$ cat config.mk
export PLATFORM = sky130hd
export DESIGN_NAME = operand_pair_serializer
export DESIGN_NICKNAME = d
export VERILOG_FILES = /design/src/rtl/operand_pair_serializer_pkg.sv /design/src/rtl/operand_pair_serializer.sv
export SDC_FILE = /design/constraint.sdc
export NUM_CORES = 1
export LEC_CHECK = 0
export ABC_AREA = 1
export BUFFER_PORTS_ARGS = -buffer_cell sky130_fd_sc_hd__buf_4
export CORE_UTILIZATION = 40
export CTS_BUF_LIST = sky130_fd_sc_hd__clkbuf_8
export DETAILED_ROUTE_END_ITERATION = 16
export GPL_TIMING_DRIVEN = 0
export PLACE_DENSITY = 0.73
export RECOVER_POWER = 50
export SLEW_MARGIN = 20
export SYNTH_ARGS = -nofsm -noshare
export SYNTH_HDL_FRONTEND = slang
export SYNTH_SLANG_ARGS = --single-unit
export TNS_END_PERCENT = 50
$ cat constraint.sdc
create_clock -name clk -period 1.5 [get_ports clk]
set_clock_uncertainty 0.15 [all_clocks]
set_input_delay 0 -clock clk [delete_from_list [all_inputs] [get_ports clk]]
set_output_delay 0 -clock clk [all_outputs]
set_load 0.01 [all_outputs]
$ cat src/rtl/operand_pair_serializer_pkg.sv
// rtl/operand_pair_serializer_pkg.sv - shared width and state encodings for the operand pair serializer
package operand_pair_serializer_pkg;

    localparam int DATA_BITS = 16;

    typedef enum logic [1:0] {
        SER_IDLE   = 2'd0,
        SER_FIRST  = 2'd1,
        SER_SECOND = 2'd2
    } ser_state_e;

endpackage

$ cat src/rtl/operand_pair_serializer.sv
// rtl/operand_pair_serializer.sv - latches an operand pair and steps the 2-to-1 mux select to emit it as two words
module operand_pair_serializer
    import operand_pair_serializer_pkg::*;
#(
    parameter int DATA_W = DATA_BITS,
    parameter int CNT_W  = 8
) (
    input  logic              clk,
    input  logic              rst,
    input  logic              in_valid,
    output logic              in_ready,
    input  logic [DATA_W-1:0] in_data1,
    input  logic [DATA_W-1:0] in_data2,
    input  logic              in_order,
    output logic [DATA_W-1:0] Data_in1,
    output logic [DATA_W-1:0] Data_in2,
    output logic              sel,
    output logic              out_valid,
    input  logic              out_ready,
    output logic              out_last,
    output logic [CNT_W-1:0]  pair_cnt
);

    ser_state_e        state_q;
    ser_state_e        state_d;
    logic              order_q;
    logic              accept;
    logic              pair_done;

    always_ff @(posedge clk) begin
        if (rst) begin
            state_q  <= SER_IDLE;
            Data_in1 <= '0;
            Data_in2 <= '0;
            order_q  <= 1'b0;
            pair_cnt <= '0;
        end else begin
            state_q <= state_d;
            if (accept) begin
                Data_in1 <= in_data1;
                Data_in2 <= in_data2;
                order_q  <= in_order;
            end
            if (pair_done) begin
                pair_cnt <= pair_cnt + CNT_W'(1);
            end
        end
    end

    // A new pair may be loaded in the same cycle the second word is handed off,
    // which is what keeps back-to-back pairs free of bubbles.
    always_comb begin
        state_d   = state_q;
        in_ready  = 1'b0;
        out_valid = 1'b0;
        out_last  = 1'b0;
        sel       = 1'b0;
        pair_done = 1'b0;
        case (state_q)
            SER_IDLE: begin
                in_ready = 1'b1;
            end
            SER_FIRST: begin
                out_valid = 1'b1;
                sel       = order_q;
                if (out_ready) begin
                    state_d = SER_SECOND;
                end
            end
            SER_SECOND: begin
                out_valid = 1'b1;
                out_last  = 1'b1;
                sel       = ~order_q;
                in_ready  = out_ready;
                pair_done = out_ready;
                if (out_ready) begin
                    state_d = SER_IDLE;
                end
            end
            default: begin
                state_d = SER_IDLE;
            end
        endcase
        accept = in_valid & in_ready;
        if (accept) begin
            state_d = SER_FIRST;
        end
    end

endmodule

# [After elaboration in Yosys (flattened, before gate mapping)]
# Index checks and enable logic that the tools add are counted.
[totals] reg_bits=43 inputBits=37 out_inout_bits=44 elab_cells=31
[classes] n_addsub=1 eq_ne=7 n_mux=9 bitwise_logic=3 n_reduce_logical=5
[ops] cell="8-bit by 1-bit adder with 8-bit output (second input constant)" count=1
[ops] cell="2-bit != test (second input constant)" count=3
[ops] cell="3-bit != test (second input constant)" count=2
[ops] cell="2-bit case mux with 3 select lines" count=1
[ops] cell="3-bit AND reduction" count=2
[ops] cell="1-bit 2-to-1 mux" count=4
[ops] cell="2-bit 2-to-1 mux" count=2
[ops] cell="1-bit case mux with 2 select lines" count=2
[ops] cell="2-bit OR reduction" count=2
[ops] cell="2-bit by 1-bit == test with 1-bit output (second input constant)" count=1
[ops] cell="2-bit == test (second input constant)" count=1
[ops] cell="2-bit zero test" count=1
[ops] cell="1-bit NOT" count=2
[ops] cell="1-bit AND" count=1

# [Depth between registers and ports, before layout]
# Gate-level depths: netlist (run 1).
[logic_depth] word_depth=5 depth_mapped=9 mapped_depth_nobuf=8

# [Worst setup path after synthesis (run 1)]
# OpenSTA, ideal clock, no wires.
[synth_path] path_type="flip-flop to flip-flop" from="register state_q[0]" to="register Data_in1[0]" setup_ns=0.116 arrival_time_ns=1.304 required_ns=1.234 slack_ns=-0.069 stages_incl_launch_ff=9 path_buffers=1 synth_period_minus_slack_ns=1.569 path_cell_list="dfxtp_1 inv_1 ha_1 nand2_2 nand2_4 nand2_4 clkbuf_2 o21ai_0 nor2_1"
[synth_between] elab_chain_len=3 word_cells_on_any_way=4 cone_classes="eq/ne: 1; mux: 1; bitwise: 1; reduce/logical: 1"
[synth_lines] element="from (decl)" line_no="operand_pair_serializer.sv:24" rtl="ser_state_e state_q;"
[synth_lines] element="from (signal assigned)" line_no="operand_pair_serializer.sv:38" rtl="state_q <= state_d;"
[synth_lines] element="2-bit == test / 2-bit zero test (equally long branches)" line_no="operand_pair_serializer.sv:59" rtl="case (state_q)"
[synth_lines] element="1-bit case mux with 2 select lines *" line_no="operand_pair_serializer.sv:59"
[synth_lines] element="net in_ready" line_no="operand_pair_serializer.sv:11" rtl="output logic in_ready,"
[synth_lines] element="1-bit AND *" line_no="operand_pair_serializer.sv:84" rtl="accept = in_valid & in_ready;"
[synth_lines] element="to (signal assigned)" line_no="operand_pair_serializer.sv:40" rtl="Data_in1 <= in_data1;"
[synth_lines] element="to (decl)" line_no="operand_pair_serializer.sv:15" rtl="output logic [DATA_W-1:0] Data_in1,"
# Mark *: on every way through the listed nets, which the timed path passes. The rest lies on a longest branch.
# A chain may end at the register's enable or synchronous reset.

# [Worst setup path in the final report (run 1)]
[layout_path] from="register state_q[0]" to="register Data_in1[7]"
[layout_between] elab_chain_len=3 word_cells_on_any_way=4 cone_classes="eq/ne: 1; mux: 1; bitwise: 1; reduce/logical: 1"
[layout_lines] element="2-bit == test / 2-bit zero test (equally long branches)" line_no="operand_pair_serializer.sv:59"
[layout_lines] element="1-bit case mux with 2 select lines *" line_no="operand_pair_serializer.sv:59"
[layout_lines] element="1-bit AND *" line_no="operand_pair_serializer.sv:84"
# Every way passes the cells marked *; elsewhere a longest branch is shown, timed or not.

==> impl_metrics.env, run 1 <==
export IMPL_timing_final_crit_period_ns=1.54
export IMPL_tritoncts="done"
export IMPL_grt_antenna_before_repair=0
export IMPL_hold_violations=0
export IMPL_overflow=0
export IMPL_critical_path_cell_chain="inv_2 > ha_4 > nand2_8 > nand2_8 > nand2_8 > buf_6 > o21ai_0 > nor2_1"
export IMPL_root_buffer="sky130_fd_sc_hd__clkbuf_8"
export IMPL_final_layout_setup_total_negative_slack_ns=-0.0718
export IMPL_critical_path_endpoint_type="flip-flop"
export IMPL_ir_drop_mv=0.651
export IMPL_routed_wire_length_per_instance_um=11.9
export IMPL_detail_route_wirelength_mm=4.80
export IMPL_synthesis_instances=224
export IMPL_antenna_cells_inserted=0
export IMPL_finish_net_count=392
export IMPL_synth_adder_area_share_pct=2.95
export IMPL_cts_buffer_depth=2
export IMPL_synth_xor_xnor_area_share_pct=0
export IMPL_buffers_plus_inverters_on_the_worst_setup_path=2
export IMPL_htreeDepth=2
export IMPL_critPathMostFrequentCell="sky130_fd_sc_hd__nand2_8"
export IMPL_outcome="complete, but fails checks"
export IMPL_dp_hpwl_mm=2.91
export IMPL_maximum_number_of_pins_on_one_net_before_global_route_repair=13
export IMPL_io_buffer_count=80
export IMPL_yosys_register_bits=43
export IMPL_vias_per_cell=4.68
export IMPL_setup_ws_ns=-0.0408
export IMPL_grt_pass1_wl_mm=7.12
export IMPL_reg2reg_setup_slack_ns=-0.04
export IMPL_timing_worst_setup_path_type="flip-flop to flip-flop"
export IMPL_synth_largest_area_cell="sky130_fd_sc_hd__dfxtp_1"
export IMPL_setup_worst_path_start_class="flip-flop"
export IMPL_track_usage_pct=21.4
export IMPL_crit_slowest_cell="sky130_fd_sc_hd__dfxtp_2"
export IMPL_timing_worst_slew_pin_value_ns=0.407
export IMPL_clk_pin_slew_ns=0.08
export IMPL_placementRows=23
export IMPL_synth_simple_gate_area_share_pct=24.9
export IMPL_place_gp_congestion=0.721
export IMPL_synth_net_count=265
export IMPL_initial_utilization_pct=42.1
export IMPL_ys_seq_area_share_pct=50.7
export IMPL_grt_setup_unrepaired="true"
export IMPL_synth_top_family_by_area="simple AND/OR/NAND/NOR gates"
export IMPL_chipHeight_um=67.1
export IMPL_worst_hold_path_type="primary input to flip-flop"
export IMPL_floorplan_core_area_sq_mm=0.00403
export IMPL_synth_area_mux_share_pct=0
export IMPL_clk_insertion_delay_late_ns=0.28
export IMPL_post_route_cells_drive_above_1_share_pct=29.5
export IMPL_cpLargestDelayFamily="flip-flops"
export IMPL_timing_final_setup_violations=2
export IMPL_route_antenna_remaining_nets=0
export IMPL_maximum_fanout_count_along_the_critical_path=10
export IMPL_cts_inserted_buffers=5
export IMPL_die_w_um=67.1
export IMPL_static_leakage_nw=1.29
export IMPL_fin_crit_sh_pct=103
export IMPL_worstPathArrival_ns=1.57
export IMPL_slew_headroom_pct=72.9
export IMPL_mapped_cell_area_sq_mm=0.00170
export IMPL_violations_in_the_final_reports="setup timing"
export IMPL_route_detailed_drc=0
export IMPL_synth_warning_count=0
export IMPL_fmax_mhz=649
export IMPL_ioPinCount=81
export IMPL_area_growth_pct=72.9
export IMPL_powerDensity_mw_per_mm2=925
export IMPL_synth_area_top_cells="sky130_fd_sc_hd__dfxtp_1 (51%), sky130_fd_sc_hd__nor2_1 (17%), sky130_fd_sc_hd__o21ai_0 (11%)"
export IMPL_max_cap_viol_count=0
export IMPL_worstPathRequired_ns=1.53
export IMPL_synth_compound_area_share_pct=13.0
export IMPL_post_route_core_utilization_pct=72.8
export IMPL_grt_pass1_vias=1596
export IMPL_first_pass_iters=4
export IMPL_initialDrtViolationCount=80
export IMPL_synth_cell_types=17
export IMPL_number_of_pins_exceeding_their_max_slew_limit_in_the_final_report=0
export IMPL_timing_critical_path_slowest_cell_delay_ns=0.34
export IMPL_vias=1883
export IMPL_die_area_sq_mm=0.00451
export IMPL_numClockSinks=43
export IMPL_postSynthAreaPerCell_sq_um=7.57
export IMPL_yosys_area_top_type_share_pct=50.7
-- area by class of cell --
type	instances	area (sq um)
Buffer	10	108
Clock buffer	7	96.3
Clock inverter	1	3.75
Fill cell	364	1090
Inverter	19	78.8
Multi-Input combinational cell	152	812
Sequential cell	43	866
Tap cell	50	62.6
Timing Repair Buffer	120	907
-- power by group --
group / internal (W) / switching [W] / total [W]
clock network: 0.000413 / 0.000370 / 0.000783
logic: 0.000334 / 0.000310 / 0.000644
registers: 0.00123 / 0.0000566 / 0.00129
total: 0.00198 / 0.000736 / 0.00271
-- flip-flops by register name (all words and copies together) (netlist names) --
signal and cells:
state_q 2, order_q 1, pair_cnt 8, Data_in1 16
Data_in2 16
-- cells in the mapped netlist --
library cell / instances
sky130_fd_sc_hd__buf_6: 4
sky130_fd_sc_hd__clkbuf_2: 2
sky130_fd_sc_hd__nand2_2: 1
sky130_fd_sc_hd__a21oi_1: 6
sky130_fd_sc_hd__clkbuf_1: 3
sky130_fd_sc_hd__inv_1: 18
sky130_fd_sc_hd__nor3_1: 1
sky130_fd_sc_hd__nand4_1: 3
sky130_fd_sc_hd__nand2_4: 2
sky130_fd_sc_hd__dfxtp_1: 43
sky130_fd_sc_hd__nand3_1: 4
sky130_fd_sc_hd__nand2_1: 18
sky130_fd_sc_hd__ha_1: 4
sky130_fd_sc_hd__inv_4: 1
sky130_fd_sc_hd__nor2_1: 75
sky130_fd_sc_hd__buf_1: 1
sky130_fd_sc_hd__o21ai_0: 38
-- worst reg2reg max path, delay by kind of cell (launching register included) --
family	cells	cell delay, ns
simple gates	4	0.32
buf+inv	2	0.23
fa+ha+maj	1	0.19
compound gates	1	0.21
flops	1	0.34
-- metrics by stage --
stage | setup slack [ns] | hold WS [ns] | cell area [sq um] | instances | power (W)
after floorplan | 0.0452 | -0.0809 | 1710 | 224 | 0.00156
after global routing | -0.0994 | 0.274 | 2930 | 402 | 0.00286
final | -0.0408 | 0.283 | 2930 | 402 | 0.00271
after CTS | 0.0153 | 0.271 | 2870 | 398 | 0.00269
after detailed placement | -0.129 | 0.0340 | 2370 | 354 | 0.00182
after global placement | -0.0856 | 0.0275 | 2370 | 354 | 0.00181
-- layer usage --
layer / GRT usage [%] / wire [um]
met1: 25.7 / 1960
met2: 36.4 / 2580
met3: 6.85 / 230
met4: 5.59 / 34
met5: 0 / 0
-- final timing paths --
| check | to | start | depth (start not counted) |
|---|---|---|---|
| setup reg to reg | Data_in1[7]$_SDFFE_PP0P_ | state_q[0]$_SDFFE_PP0P_ | 8 |
| hold / removal | state_q[0]$_SDFFE_PP0P_ | rst | 3 |
| setup / recovery | Data_in1[7]$_SDFFE_PP0P_ | state_q[0]$_SDFFE_PP0P_ | 8 |
| hold reg to reg | Data_in2[10]$_SDFFE_PP0P_ | Data_in2[10]$_SDFFE_PP0P_ | 2 |
-- cells in the final DEF, fill, tap and decap left out, types with 2 or more instances in the layout --
master,n
sky130_fd_sc_hd__a21oi_1,5
sky130_fd_sc_hd__buf_4,56
sky130_fd_sc_hd__buf_8,4
sky130_fd_sc_hd__clkbuf_1,29
sky130_fd_sc_hd__clkbuf_8,7
sky130_fd_sc_hd__dfxtp_1,41
sky130_fd_sc_hd__dlygate4sd3_1,36
sky130_fd_sc_hd__ha_1,2
sky130_fd_sc_hd__inv_1,16
sky130_fd_sc_hd__inv_2,3
sky130_fd_sc_hd__nand2_1,18
sky130_fd_sc_hd__nand2_8,3
sky130_fd_sc_hd__nand3_1,4
sky130_fd_sc_hd__nand4_1,3
sky130_fd_sc_hd__nor2_1,59
sky130_fd_sc_hd__nor2_2,14
sky130_fd_sc_hd__nor2_4,2
sky130_fd_sc_hd__o21ai_0,16
sky130_fd_sc_hd__o21ai_1,18
sky130_fd_sc_hd__o21ai_2,4
-- what timing repair did --
item | in CTS | in global routing
endpoints found under the setup margin | 34 | 34
buffers inserted | 0 | 3
hold endpoints to repair | 39 | 0
gates cloned | 0 | 1
hold buffers | 36 | 0
gates resized for setup | 11 | 60
pin swaps | 0 | 4
-- logic make-up (layout without fill, tap and decap cells) --
| group | Yosys count | count (layout) |
|---|---|---|
| and+or+nand+nor | 104 | 104 |
| AOI/OAI and AO/OA | 44 | 44 |
| DFF | 43 | 43 |
| buffers and inverters | 29 | 157 |
| adders and majority gates | 4 | 4 |
Note: power is estimated with default switching activity, not from simulation.
==> run 2: changes to the inputs <==
RECOVER_POWER = unset   (was 50)
==> impl_metrics.env, run 2 (same netlist as run 1, synthesis figures left out) <==
export IMPL_worst_hold_path_type="primary input to flip-flop"
export IMPL_root_buffer="sky130_fd_sc_hd__clkbuf_8"
export IMPL_timing_worst_setup_path_type="flip-flop to flip-flop"
export IMPL_regArea_sq_um=866
export IMPL_chipHeight_um=67.1
export IMPL_clk_pin_slew_ns=0.08
export IMPL_critical_path_endpoint_type="flip-flop"
export IMPL_first_pass_iters=4
export IMPL_critical_path_cell_chain="inv_2 > ha_4 > nand2_8 > nand2_8 > nand2_8 > buf_6 > o21ai_0 > nor2_1"
export IMPL_maximum_number_of_pins_on_one_net_before_global_route_repair=13
export IMPL_number_of_pins_exceeding_their_max_slew_limit_in_the_final_report=0
export IMPL_initialDrtViolationCount=64
export IMPL_routed_wire_length_per_instance_um=12.0
export IMPL_timing_critical_path_slowest_cell_delay_ns=0.34
export IMPL_dpl_worst_slack_ns=-0.129
export IMPL_place_gp_congestion=0.721
export IMPL_io_buffer_count=80
export IMPL_cts_buffer_depth=2
export IMPL_mostFrequentLayoutCell="sky130_fd_sc_hd__buf_4"
export IMPL_die_w_um=67.1
export IMPL_tritoncts="done"
export IMPL_finish_net_count=392
export IMPL_violations_in_the_final_reports="setup timing"
export IMPL_floorplan_core_area_sq_mm=0.00403
export IMPL_dp_hpwl_mm=2.91
export IMPL_route_detailed_drc=0
export IMPL_detail_route_wirelength_mm=4.83
export IMPL_initial_utilization_pct=42.1
export IMPL_fin_crit_sh_pct=103
export IMPL_timing_final_crit_period_ns=1.54
export IMPL_grt_pass1_vias=1596
export IMPL_numClockSinks=43
export IMPL_timing_worst_slew_pin_value_ns=0.414
export IMPL_outcome="complete, but fails checks"
export IMPL_largest_registers="Data_in1 (16), Data_in2 (16), pair_cnt (8)"
export IMPL_buffers_plus_inverters_on_the_worst_setup_path=2
export IMPL_slew_headroom_pct=72.4
export IMPL_grt_setup_unrepaired="true"
export IMPL_final_layout_setup_total_negative_slack_ns=-0.0750
export IMPL_hold_violations=0
export IMPL_clk_insertion_delay_late_ns=0.28
export IMPL_ir_drop_mv=0.649
export IMPL_mostFrequentLayoutCells="sky130_fd_sc_hd__buf_4 (83), sky130_fd_sc_hd__nor2_1 (59), sky130_fd_sc_hd__dfxtp_1 (41), sky130_fd_sc_hd__dlygate4sd3_1 (36)"
export IMPL_vias=1874
export IMPL_grt_pass1_wl_mm=7.12
export IMPL_stdcell_count=402
export IMPL_placementRows=23
export IMPL_crit_slowest_cell="sky130_fd_sc_hd__dfxtp_2"
export IMPL_vias_per_cell=4.66
export IMPL_ioPinCount=81
export IMPL_route_antenna_remaining_nets=0
export IMPL_overflow=0
export IMPL_worstPathArrival_ns=1.57
export IMPL_setup_ws_ns=-0.0409
export IMPL_max_cap_viol_count=0
export IMPL_post_route_cells_drive_above_1_share_pct=37.2
export IMPL_antenna_cells_inserted=0
export IMPL_cpLargestDelayFamily="flip-flops"
export IMPL_fmax_mhz=649
export IMPL_grt_antenna_before_repair=0
export IMPL_multiInputGateArea_sq_um=812
export IMPL_area_growth_pct=78.9
export IMPL_static_leakage_nw=1.40
export IMPL_timing_final_setup_violations=2
export IMPL_die_area_sq_mm=0.00451
export IMPL_maximum_fanout_count_along_the_critical_path=10
export IMPL_critPathMostFrequentCell="sky130_fd_sc_hd__nand2_8"
export IMPL_nFillCells=321
export IMPL_setup_worst_path_start_class="flip-flop"
export IMPL_htreeDepth=2
export IMPL_dp_cells=354
export IMPL_cts_inserted_buffers=5
export IMPL_track_usage_pct=21.4
export IMPL_worstPathRequired_ns=1.53
export IMPL_powerDensity_mw_per_mm2=911
[run 2: changes by cell type in the layout (fill, tap and decap cells not counted), sizes merged]
cell,delta
buf,+27
clkbuf,-27
[run 2: what timing repair did]
| item | 4_1_cts | 5_1_grt |
|---|---|---|
| endpoints found under the setup margin | 34 | 34 |
| pin swaps | 0 | 4 |
| hold buffers | 36 | 0 |
| resized for setup | 11 | 60 |
| buffers inserted | 0 | 3 |
| cloned | 0 | 1 |
| endpoints found under the hold margin | 39 | 0 |
[run 2: cell type report]
class                   count  area share [%]
repair buffers            120            33.2
flip-flops and latches     43            28.5
well taps                  50            2.06
clock buffers               7            3.17
clock inverters             1           0.124
inverters                  19            2.60
multi-input cells         152            26.8
plain buffers              10            3.54
[run 2: power breakdown]
part / leakage [nW] / internal [W] / switching (W)
Combinational: 0.991 / 0.000387 / 0.000309
Sequential: 0.356 / 0.00123 / 0.0000581
Clock: 0.0557 / 0.000413 / 0.000368
Total: 1.40 / 0.00203 / 0.000736
[run 2: final timing paths]
kind,startpoint,endpoint,slack [ns],cells after the start
worst max-delay path,state_q[0]$_SDFFE_PP0P_,Data_in1[7]$_SDFFE_PP0P_,-0.04,8
worst min-delay path,rst,state_q[0]$_SDFFE_PP0P_,0.28,3
worst max register to register,state_q[0]$_SDFFE_PP0P_,Data_in1[7]$_SDFFE_PP0P_,-0.04,8
worst min register to register,Data_in2[10]$_SDFFE_PP0P_,Data_in2[10]$_SDFFE_PP0P_,0.34,2
[run 2: worst reg2reg max path, stage by stage, from the launching register on]
cell	delay, ns
sky130_fd_sc_hd__dfxtp_2	0.34
sky130_fd_sc_hd__inv_2	0.08
sky130_fd_sc_hd__ha_4	0.19
sky130_fd_sc_hd__nand2_8	0.09
sky130_fd_sc_hd__nand2_8	0.08
sky130_fd_sc_hd__nand2_8	0.09
sky130_fd_sc_hd__buf_6	0.15
sky130_fd_sc_hd__o21ai_0	0.21
sky130_fd_sc_hd__nor2_1	0.06
[run 2: stage by stage]
stage          power [W]  cell area, sq um  utilization [%]  hold slack, ns
3_3_place_gp     0.00181              2370             58.9          0.0275
5_1_grt          0.00291              3040             75.3           0.274
6_report         0.00277              3040             75.3           0.282
4_1_cts          0.00269              2870             71.3           0.271
2_1_floorplan    0.00156              1710                -         -0.0809
3_5_place_dp     0.00182              2370             58.9          0.0340
[run 2: layer usage]
| metal | up-vias | global-route usage [%] | share of wire [%] |
|---|---|---|---|
| met5 | - | 0 | 0 |
| met4 | 0 | 5.59 | 0.60 |
| met2 | 51 | 36.4 | 54 |
| li1 | 960 | - | - |
| met1 | 857 | 25.7 | 41 |
| met3 | 6 | 6.85 | 4.5 |
